==> src/rtl/iq_if.sv <==
// Decode/dispatch handshake bundle for issue_queue.
// The master side is decode plus dispatch; the slave side is the queue itself.
interface iq_if #(
    parameter int unsigned DEPTH = 16,
    parameter int unsigned PW    = 106
);
    localparam int unsigned CW = $clog2(DEPTH) + 1;

    logic [1:0]    in_valid;
    logic [PW-1:0] inst0_in;
    logic [PW-1:0] inst1_in;
    logic          iq_allin;
    logic [PW:0]   inst0_to_dispatch;
    logic [PW:0]   inst1_to_dispatch;
    logic [1:0]    issue_enable;
    logic [CW-1:0] iq_count;
    logic          iq_empty;

    modport master (
        output in_valid, inst0_in, inst1_in, issue_enable,
        input  iq_allin, inst0_to_dispatch, inst1_to_dispatch, iq_count, iq_empty
    );

    modport slave (
        input  in_valid, inst0_in, inst1_in, issue_enable,
        output iq_allin, inst0_to_dispatch, inst1_to_dispatch, iq_count, iq_empty
    );
endinterface

==> src/rtl/issue_queue.sv <==
// Dual-ported in-order instruction FIFO between decode and dispatch.
// Accepts up to two entries per cycle, retires 0-2, presents the two oldest with a busy bit.
module issue_queue #(
    parameter int unsigned DEPTH = 16,
    parameter int unsigned PW    = 106
) (
    input  logic clk,
    input  logic rst_,
    input  logic flush,
    iq_if.slave  bus
);
    localparam int unsigned AW = $clog2(DEPTH);
    localparam int unsigned CW = AW + 1;

    logic [PW-1:0] mem [DEPTH];

    logic [AW-1:0] head_q, head_d, tail_q, tail_d;
    logic [AW-1:0] head_p1, tail_p1;
    logic [CW-1:0] count_q, count_d;
    logic          allin;
    logic [1:0]    push, pop_req, pop;

    assign head_p1 = head_q + AW'(1);
    assign tail_p1 = tail_q + AW'(1);

    // Conservative: derived from registered count, ignores any same-cycle pop.
    assign allin = (count_q <= CW'(DEPTH - 2));

    always_comb begin
        push = 2'd0;
        if (allin) begin
            case (bus.in_valid)
                2'b01:   push = 2'd1;
                2'b11:   push = 2'd2;
                default: push = 2'd0;
            endcase
        end

        case (bus.issue_enable)
            2'b01:   pop_req = 2'd1;
            2'b10:   pop_req = 2'd2;
            default: pop_req = 2'd0;
        endcase

        // Clamp to occupancy so the queue never underflows.
        pop = pop_req;
        if (count_q < CW'(pop_req)) begin
            pop = count_q[1:0];
        end

        head_d  = head_q + AW'(pop);
        tail_d  = tail_q + AW'(push);
        count_d = count_q + CW'(push) - CW'(pop);
        if (flush) begin
            head_d  = '0;
            tail_d  = '0;
            count_d = '0;
        end
    end

    always_ff @(posedge clk or negedge rst_) begin
        if (!rst_) begin
            head_q  <= '0;
            tail_q  <= '0;
            count_q <= '0;
        end else begin
            head_q  <= head_d;
            tail_q  <= tail_d;
            count_q <= count_d;
        end
    end

    // Storage is not reset or cleared on flush; the busy gating hides stale entries.
    always_ff @(posedge clk) begin
        if (!flush && push != 2'd0) begin
            mem[tail_q] <= bus.inst0_in;
            if (push == 2'd2) begin
                mem[tail_p1] <= bus.inst1_in;
            end
        end
    end

    always_comb begin
        bus.inst0_to_dispatch = '0;
        bus.inst1_to_dispatch = '0;
        if (count_q >= CW'(1)) begin
            bus.inst0_to_dispatch = {mem[head_q], 1'b1};
        end
        if (count_q >= CW'(2)) begin
            bus.inst1_to_dispatch = {mem[head_p1], 1'b1};
        end
    end

    assign bus.iq_allin = allin;
    assign bus.iq_count = count_q;
    assign bus.iq_empty = (count_q == '0);

endmodule

==> src/flat_wrapper.sv <==
// flat-port wrapper written by rule: the top's interface ports become plain ports
module issue_queue_flat 
#(
    parameter int unsigned DEPTH = 16,
    parameter int unsigned PW    = 106
)
  (clk, rst_, flush, bus_in_valid, bus_inst0_in, bus_inst1_in, bus_issue_enable, bus_iq_allin, bus_inst0_to_dispatch, bus_inst1_to_dispatch, bus_iq_count, bus_iq_empty);
  iq_if #(.DEPTH(DEPTH), .PW(PW)) bus_i ();
  input  logic clk;
  input  logic rst_;
  input  logic flush;
  input wire logic [$bits(bus_i.in_valid)-1:0] bus_in_valid;
  input wire logic [$bits(bus_i.inst0_in)-1:0] bus_inst0_in;
  input wire logic [$bits(bus_i.inst1_in)-1:0] bus_inst1_in;
  input wire logic [$bits(bus_i.issue_enable)-1:0] bus_issue_enable;
  output wire logic [$bits(bus_i.iq_allin)-1:0] bus_iq_allin;
  output wire logic [$bits(bus_i.inst0_to_dispatch)-1:0] bus_inst0_to_dispatch;
  output wire logic [$bits(bus_i.inst1_to_dispatch)-1:0] bus_inst1_to_dispatch;
  output wire logic [$bits(bus_i.iq_count)-1:0] bus_iq_count;
  output wire logic [$bits(bus_i.iq_empty)-1:0] bus_iq_empty;
  assign bus_i.in_valid = bus_in_valid;
  assign bus_i.inst0_in = bus_inst0_in;
  assign bus_i.inst1_in = bus_inst1_in;
  assign bus_i.issue_enable = bus_issue_enable;
  assign bus_iq_allin = bus_i.iq_allin;
  assign bus_inst0_to_dispatch = bus_i.inst0_to_dispatch;
  assign bus_inst1_to_dispatch = bus_i.inst1_to_dispatch;
  assign bus_iq_count = bus_i.iq_count;
  assign bus_iq_empty = bus_i.iq_empty;
  issue_queue #(.DEPTH(DEPTH), .PW(PW)) u_core (.clk(clk), .rst_(rst_), .flush(flush), .bus(bus_i));
endmodule
==> config.mk <==
export PLATFORM = sky130hd
export DESIGN_NAME = issue_queue_flat
export DESIGN_NICKNAME = d
export VERILOG_FILES = /design/src/rtl/iq_if.sv /design/src/rtl/issue_queue.sv /design/src/flat_wrapper.sv
export SDC_FILE = /design/constraint.sdc
export NUM_CORES = 2
export LEC_CHECK = 0
export ABC_CLOCK_PERIOD_IN_PS = 11090
export CAP_MARGIN = 40
export CELL_PAD_IN_SITES_DETAIL_PLACEMENT = 0
export CELL_PAD_IN_SITES_GLOBAL_PLACEMENT = 1
export CORE_MARGIN = 4
export CORE_UTILIZATION = 40
export CTS_BUF_LIST = sky130_fd_sc_hd__clkbuf_2
export DETAILED_ROUTE_END_ITERATION = 6
export HOLD_SLACK_MARGIN = 0.05
export PLACE_DENSITY_LB_ADDON = 0.1
export SLEW_MARGIN = 30
export SYNTH_ARGS = -nofsm -noshare
export SYNTH_HDL_FRONTEND = slang
export SYNTH_SLANG_ARGS = --single-unit
export TNS_END_PERCENT = 5
==> constraint.sdc <==
create_clock -name clk -period 11.09 [get_ports clk]
set_input_delay 2.218 -clock clk [delete_from_list [all_inputs] [get_ports clk]]
set_output_delay 2.218 -clock clk [all_outputs]
set_load 0.03 [all_outputs]
=== After elaboration in Yosys (flattened, before gate mapping) ===
Memories as Yosys holds them, arrays and structs flattened.
Index checks and enable logic that the tools add are counted.

* Bits in writable memories: 1696
* Output and inout port bits: 221
* Memories: 1
* Logic and storage cells: 37
* Bits in registers: 13

{| class="wikitable"
|+ Memory list
! memory !! words !! bits a word !! read ports !! clocked after Yosys merged registers in !! wr ports !! RTL line !! RTL
|-
| u_core.mem || 16 || 106 || 2 || 0 || 2 || issue_queue.sv:15 || <nowiki>logic [PW-1:0] mem [DEPTH];</nowiki>
|}

* Order comparisons: 4
* Reduce and logical (&&, ||, !) cells: 4
* Multiplexer cells: 14
* Equality and inequality tests: 5
* $add $sub $neg: 6

{| class="wikitable"
|+ Operator list
! cell !! count
|-
| $mux 107 || 2
|-
| $add 4x1->4 const B || 2
|-
| $add 4x2->4 || 2
|-
| $mux 4 || 2
|-
| $pmux 2 s2 || 2
|-
| $eq 2x2->1 const B || 3
|-
| $add 5x2->5 || 1
|-
| $ge 5x1->1 const B || 1
|-
| $ge 5x2->1 const B || 1
|-
| $le 5x4->1 const B || 1
|-
| $logic_not 5->1 || 1
|-
| $lt 5x2->1 || 1
|-
| $mux 1 || 5
|-
| $mux 5 || 1
|-
| $sub 5x2->5 || 1
|-
| $eq 2x1->1 const B || 2
|-
| $mux 2 || 2
|-
| $reduce_bool 2->1 || 1
|-
| $logic_and 1x1->1 || 1
|-
| $logic_not 1->1 || 1
|}

=== Longest topological paths before layout ===
* Word-level depth: 7
* Depth in mapped cells: 15
* Depth with buffers taken out: 15

=== Worst setup path after synthesis ===
No wires, ideal clock.

* Path kind: input to register
* Start point: input port flush
* End point: memory u_core.mem[0][0], enable pin
* Data arrival time: 8332 ps
* Setup slack: 2150 ps
* Data required time: 10482 ps
* Path buffers: 1
* Library setup time: 608 ps
* Stages on the path: 4
* Cell sequence: or4b_1 > a211o_1 > buf_4 > o22ai_1

{| class="wikitable"
|+ RTL lines
! what !! RTL line !! RTL
|-
| start: declaration || flat_wrapper.sv:11 || <nowiki>input logic flush;</nowiki>
|-
| end: declaration || issue_queue.sv:15 ||
|}

=== Worst setup path after layout ===
* Start point: register u_core.head_q[0]
* End point: output port bus_inst1_to_dispatch[4]

* Word-level cells in the longest chain between the ends: 3

{| class="wikitable"
|+ RTL lines
! what !! RTL line !! RTL
|-
| start: declaration || issue_queue.sv:17 || <nowiki>logic [AW-1:0] head_q, head_d, tail_q, tail_d;</nowiki>
|-
| start signal: assignment || issue_queue.sv:63 || <nowiki>head_q <= '0;</nowiki>
|-
| start signal: assignment || issue_queue.sv:67 || <nowiki>head_q <= head_d;</nowiki>
|-
| $add 4x1->4 || issue_queue.sv:23 || <nowiki>assign head_p1 = head_q + AW'(1);</nowiki>
|-
| $mem_v2 16x106 || -- ||
|-
| $mux 107 || issue_queue.sv:89 || <nowiki>if (count_q >= CW'(2)) begin</nowiki>
|-
| end: declaration || flat_wrapper.sv:18 || <nowiki>output wire logic [$bits(bus_i.inst1_to_dispatch)-1:0] bus_inst1_to_dispatch;</nowiki>
|}

No other way between the ends.

==> results.sh <==
export IMPL_status="completed"
export IMPL_drtIter0Drc=7405
export IMPL_fin_ws_ps=1336
export IMPL_syn_nets=6220
export IMPL_p_seq_frac=0.292
export IMPL_utilization=0.4517
export IMPL_synth_edf_count=1696
export IMPL_gr_usage_met1=0.4076
export IMPL_detailedPlace_worstSlack_ps=3475
export IMPL_grtUsageTotal=0.2852
export IMPL_ctsRootBufferMaster="clkbuf_2"
export IMPL_intPower_uw=14770
export IMPL_port_buffers=439
export IMPL_drc_errors=0
export IMPL_grt_max_degree=139
export IMPL_max_freq_ghz=0.1025
export IMPL_gr_total_overflow=0
export IMPL_pin_count=440
export IMPL_placementRows=183
export IMPL_cpLargestDelayFamily="buffers and inverters"
export IMPL_cts_htree_levels=5
export IMPL_setup_viol=0
export IMPL_cts_sinks=1709
export IMPL_antenna_found_initial=58
export IMPL_worstHoldStart="u_core.tail_q[3]$_DFF_PN0_"
export IMPL_r2r_slack_ps=6720
export IMPL_power_density_nw_per_um2=225.8
export IMPL_min_path_type="register to register"
export IMPL_routed_wirelength_mm=375.3
export IMPL_dpl_cell_area_um2=107600
export IMPL_cts_path_max_buffers=4
export IMPL_synthToLayoutAreaGrowth_pct=12.48
export IMPL_pwr_share_comb=0.525
export IMPL_crit_chain="buf_4 > buf_12 > buf_16 > buf_12 > buf_16 > mux4_2 > nand3_1 > a41oi_1 > clkdlybuf4s50_1"
export IMPL_wl_per_cell_um=37.23
export IMPL_slew_headroom=0.1180
export IMPL_path_clk_slew_ps=100
export IMPL_critPathBufInv=6
export IMPL_min_period_ps=9754
export IMPL_power_leakage_uw=0.03578
export IMPL_grt_pass1_wl_mm=523.1
export IMPL_async_reset_ff_frac=0.007607
export IMPL_dpl_hpwl_mm=204.2
export IMPL_final_antenna_net_count=0
export IMPL_initial_utilization=0.4016
export IMPL_firstDrtPassIters=5
export IMPL_syn_area_um2=99690
export IMPL_die_area_um2=257300
export IMPL_vias=65284
export IMPL_critical_path_max_stage_delay_ps=870
export IMPL_synth_ff_type="edfxtp_1"
export IMPL_final_area_um2=112100
export IMPL_crit_reg2reg_launch="u_core.bus.iq_count[4]$_DFF_PN0_"
export IMPL_fin_skew_ps=105.8
export IMPL_setup_tns_ps=0
export IMPL_swShare=0.4165
export IMPL_clk_latency_ps=1970
export IMPL_cp_required_ps=8870
export IMPL_synth_avg_cell_area_um2=16.66
export IMPL_timing_final_crit_share=0.8795
export IMPL_place_gp_congestion=0.7765
export IMPL_p_sw_uw=10540
export IMPL_hold_end="u_core.tail_q[3]$_DFF_PN0_"
export IMPL_cts_made_buffers=492
export IMPL_busiest_layer="met2"
export IMPL_cts_tree="yes"
export IMPL_synth_seq_area_share=0.5142
export IMPL_rr_worst_depth=8
export IMPL_clkPwrFrac=0.183
export IMPL_whs_path_depth=2
export IMPL_fillCellCount=22268
export IMPL_netlist_cell_type_count=45
export IMPL_cp_max_fo=86
export IMPL_crit_path_start_kind="register"
export IMPL_met3_usage=0.06400
export IMPL_rsz0062_at_grt="false"
export IMPL_grt_util_met2=0.4391
export IMPL_peakVddDrop_v=0.0002921
export IMPL_critical_path_arrival_ps=7540
export IMPL_drv_slew=0
export IMPL_reg2reg_to="u_core.mem[10][65]$_DFFE_PP_"
export IMPL_finalHoldViolations=0
export IMPL_max_cap_viol_count=0
export IMPL_final_nets=6610
export IMPL_synthCells=5983
export IMPL_drive_above_1_share=0.4999
export IMPL_cp_slowest_cell="dfrtp_4"
export IMPL_first_global_vias=67108
export IMPL_path_class="register to primary output"
export IMPL_die_w_um=507.2
export IMPL_worst_pin_slew_ps=1323
export IMPL_die_h_um=507.2
export IMPL_endpoint_kind="primary output"
export IMPL_core_um2=248200
export IMPL_synth_warnings=0
export IMPL_ys_ff_latch=1709
export IMPL_viasPerCell=6.476
## cells in the mapped netlist (3+ instances only)
| master | count | area share |
|---|---|---|
| a211o_1 | 4 | 0.00035 |
| a21oi_1 | 18 | 0.00090 |
| a41oi_1 | 106 | 0.0093 |
| buf_1 | 34 | 0.0013 |
| buf_2 | 228 | 0.011 |
| buf_4 | 49 | 0.0037 |
| buf_6 | 20 | 0.0023 |
| clkbuf_1 | 403 | 0.015 |
| dfrtp_1 | 13 | 0.0033 |
| edfxtp_1 | 1696 | 0.51 |
| fa_1 | 4 | 0.00080 |
| ha_1 | 14 | 0.0018 |
| inv_1 | 19 | 0.00072 |
| mux2_1 | 160 | 0.018 |
| mux2_2 | 1536 | 0.17 |
| mux2i_1 | 212 | 0.021 |
| mux4_2 | 848 | 0.19 |
| nand2_1 | 10 | 0.00038 |
| nand2b_1 | 7 | 0.00044 |
| nand3_1 | 427 | 0.021 |
| nor2_1 | 10 | 0.00038 |
| nor2_2 | 12 | 0.00075 |
| nor2_4 | 4 | 0.00045 |
| nor2b_1 | 6 | 0.00038 |
| o211ai_1 | 4 | 0.00030 |
| o22ai_1 | 110 | 0.0069 |
| xnor2_1 | 3 | 0.00026 |
| xor2_1 | 3 | 0.00026 |
## layout by cell type (no fill, tap or decap), types with 11 or more instances in the layout
master / instances
mux4_2: 848
diode_2: 30
clkdlybuf4s50_1: 438
nand3_1: 427
a41oi_1: 106
buf_16: 30
a21oi_4: 12
edfxtp_1: 1696
mux2i_1: 212
o22ai_1: 106
mux2_2: 1536
buf_12: 50
clkinv_1: 102
buf_4: 98
dfrtp_1: 11
clkbuf_2: 724
ha_1: 13
mux2_1: 160
nor2_4: 16
inv_1: 19
## logic make-up (layout without fill, tap and decap cells)
kind of cell    count (synthesis)  count (layout)  synth area share
buf+inv                       754            1492           0.03460
flops                        1709            1709            0.5142
mux                          2756            2756            0.4045
xor+xnor                        6               6         0.0005273
fa+ha+maj                      18              18          0.002561
other cells                     0              30                 0
compound gates                247             247           0.01812
simple gates                  493             493           0.02557
## stage by stage
step                      instances  hold slack [ps]  total power, uW
final                         10081            636.1            25320
after global routing          10069            651.1            26470
after CTS                     10036            585.1            25510
after detailed placement       9193            612.5            20800
after global placement         9151            586.6            20730
after floorplan                5983            556.9            15960
## power by group through the flow
stage | Combinational, uW | Clock (uW) | Sequential (uW)
5_1_grt | 13900 | 5120 | 7420
3_3_place_gp | 13200 | 0 | 7540
2_1_floorplan | 8480 | 0 | 7480
4_1_cts | 13300 | 4790 | 7400
6_report | 13300 | 4640 | 7400
3_5_place_dp | 13300 | 0 | 7550
## flip-flops by register name, indices dropped and copies added (netlist names)
| signal | count |
|---|---|
| u_core.mem | 1696 |
| u_core.tail_q | 4 |
| u_core.head_q | 4 |
| u_core.bus.iq_count | 5 |
## layer usage
layer	part of all wire	wire [um]	up-vias
met5	0.00044	166	-
met4	0.026	9672	26
met3	0.088	33010	619
met2	0.46	171900	3392
met1	0.43	160600	35278
li1	-	-	25969
## layout make-up
type | instances | area (um^2) | share of cell area
flip-flops and latches | 1709 | 51260 | 0.4572
inverters | 20 | 82.58 | 0.0007365
clock buffers | 724 | 3623 | 0.03232
diodes | 30 | 75.07 | 0.0006695
clock inverters | 118 | 508.0 | 0.004531
repair buffers | 630 | 7104 | 0.06336
well taps | 3330 | 4167 | 0.03716
multi-input cells | 3520 | 45300 | 0.4040
## tightest hold or removal path, delay by kind of cell, from the launching register on
| kind | cells | cell delay (ps) |
|---|---|---|
| simple gates | 1 | 40 |
| xor+xnor | 1 | 140 |
| flops | 1 | 430 |
## how the worst max path moves through the flow
stage	endpoint	from	slack, ps	depth (start not counted)
2_1_floorplan	u_core.mem[0][0]$_DFFE_PP_	flush	2150	4
3_3_place_gp	bus_inst1_to_dispatch[4]	u_core.head_q[0]$_DFF_PN0_	3410	7
3_5_place_dp	bus_inst1_to_dispatch[4]	u_core.head_q[0]$_DFF_PN0_	3470	7
4_1_cts	bus_inst1_to_dispatch[4]	u_core.head_q[0]$_DFF_PN0_	1180	7
5_1_grt	bus_inst1_to_dispatch[81]	u_core.head_q[0]$_DFF_PN0_	750	9
6_report	bus_inst1_to_dispatch[4]	u_core.head_q[0]$_DFF_PN0_	1340	9
## timing repair
item | in CTS | in global routing
setup buffers | 0 | 0
resized for setup | 0 | 0
endpoints found under the hold margin | 13 | 0
hold buffers | 1 | 0
Note: power is estimated with default switching activity, not from simulation.
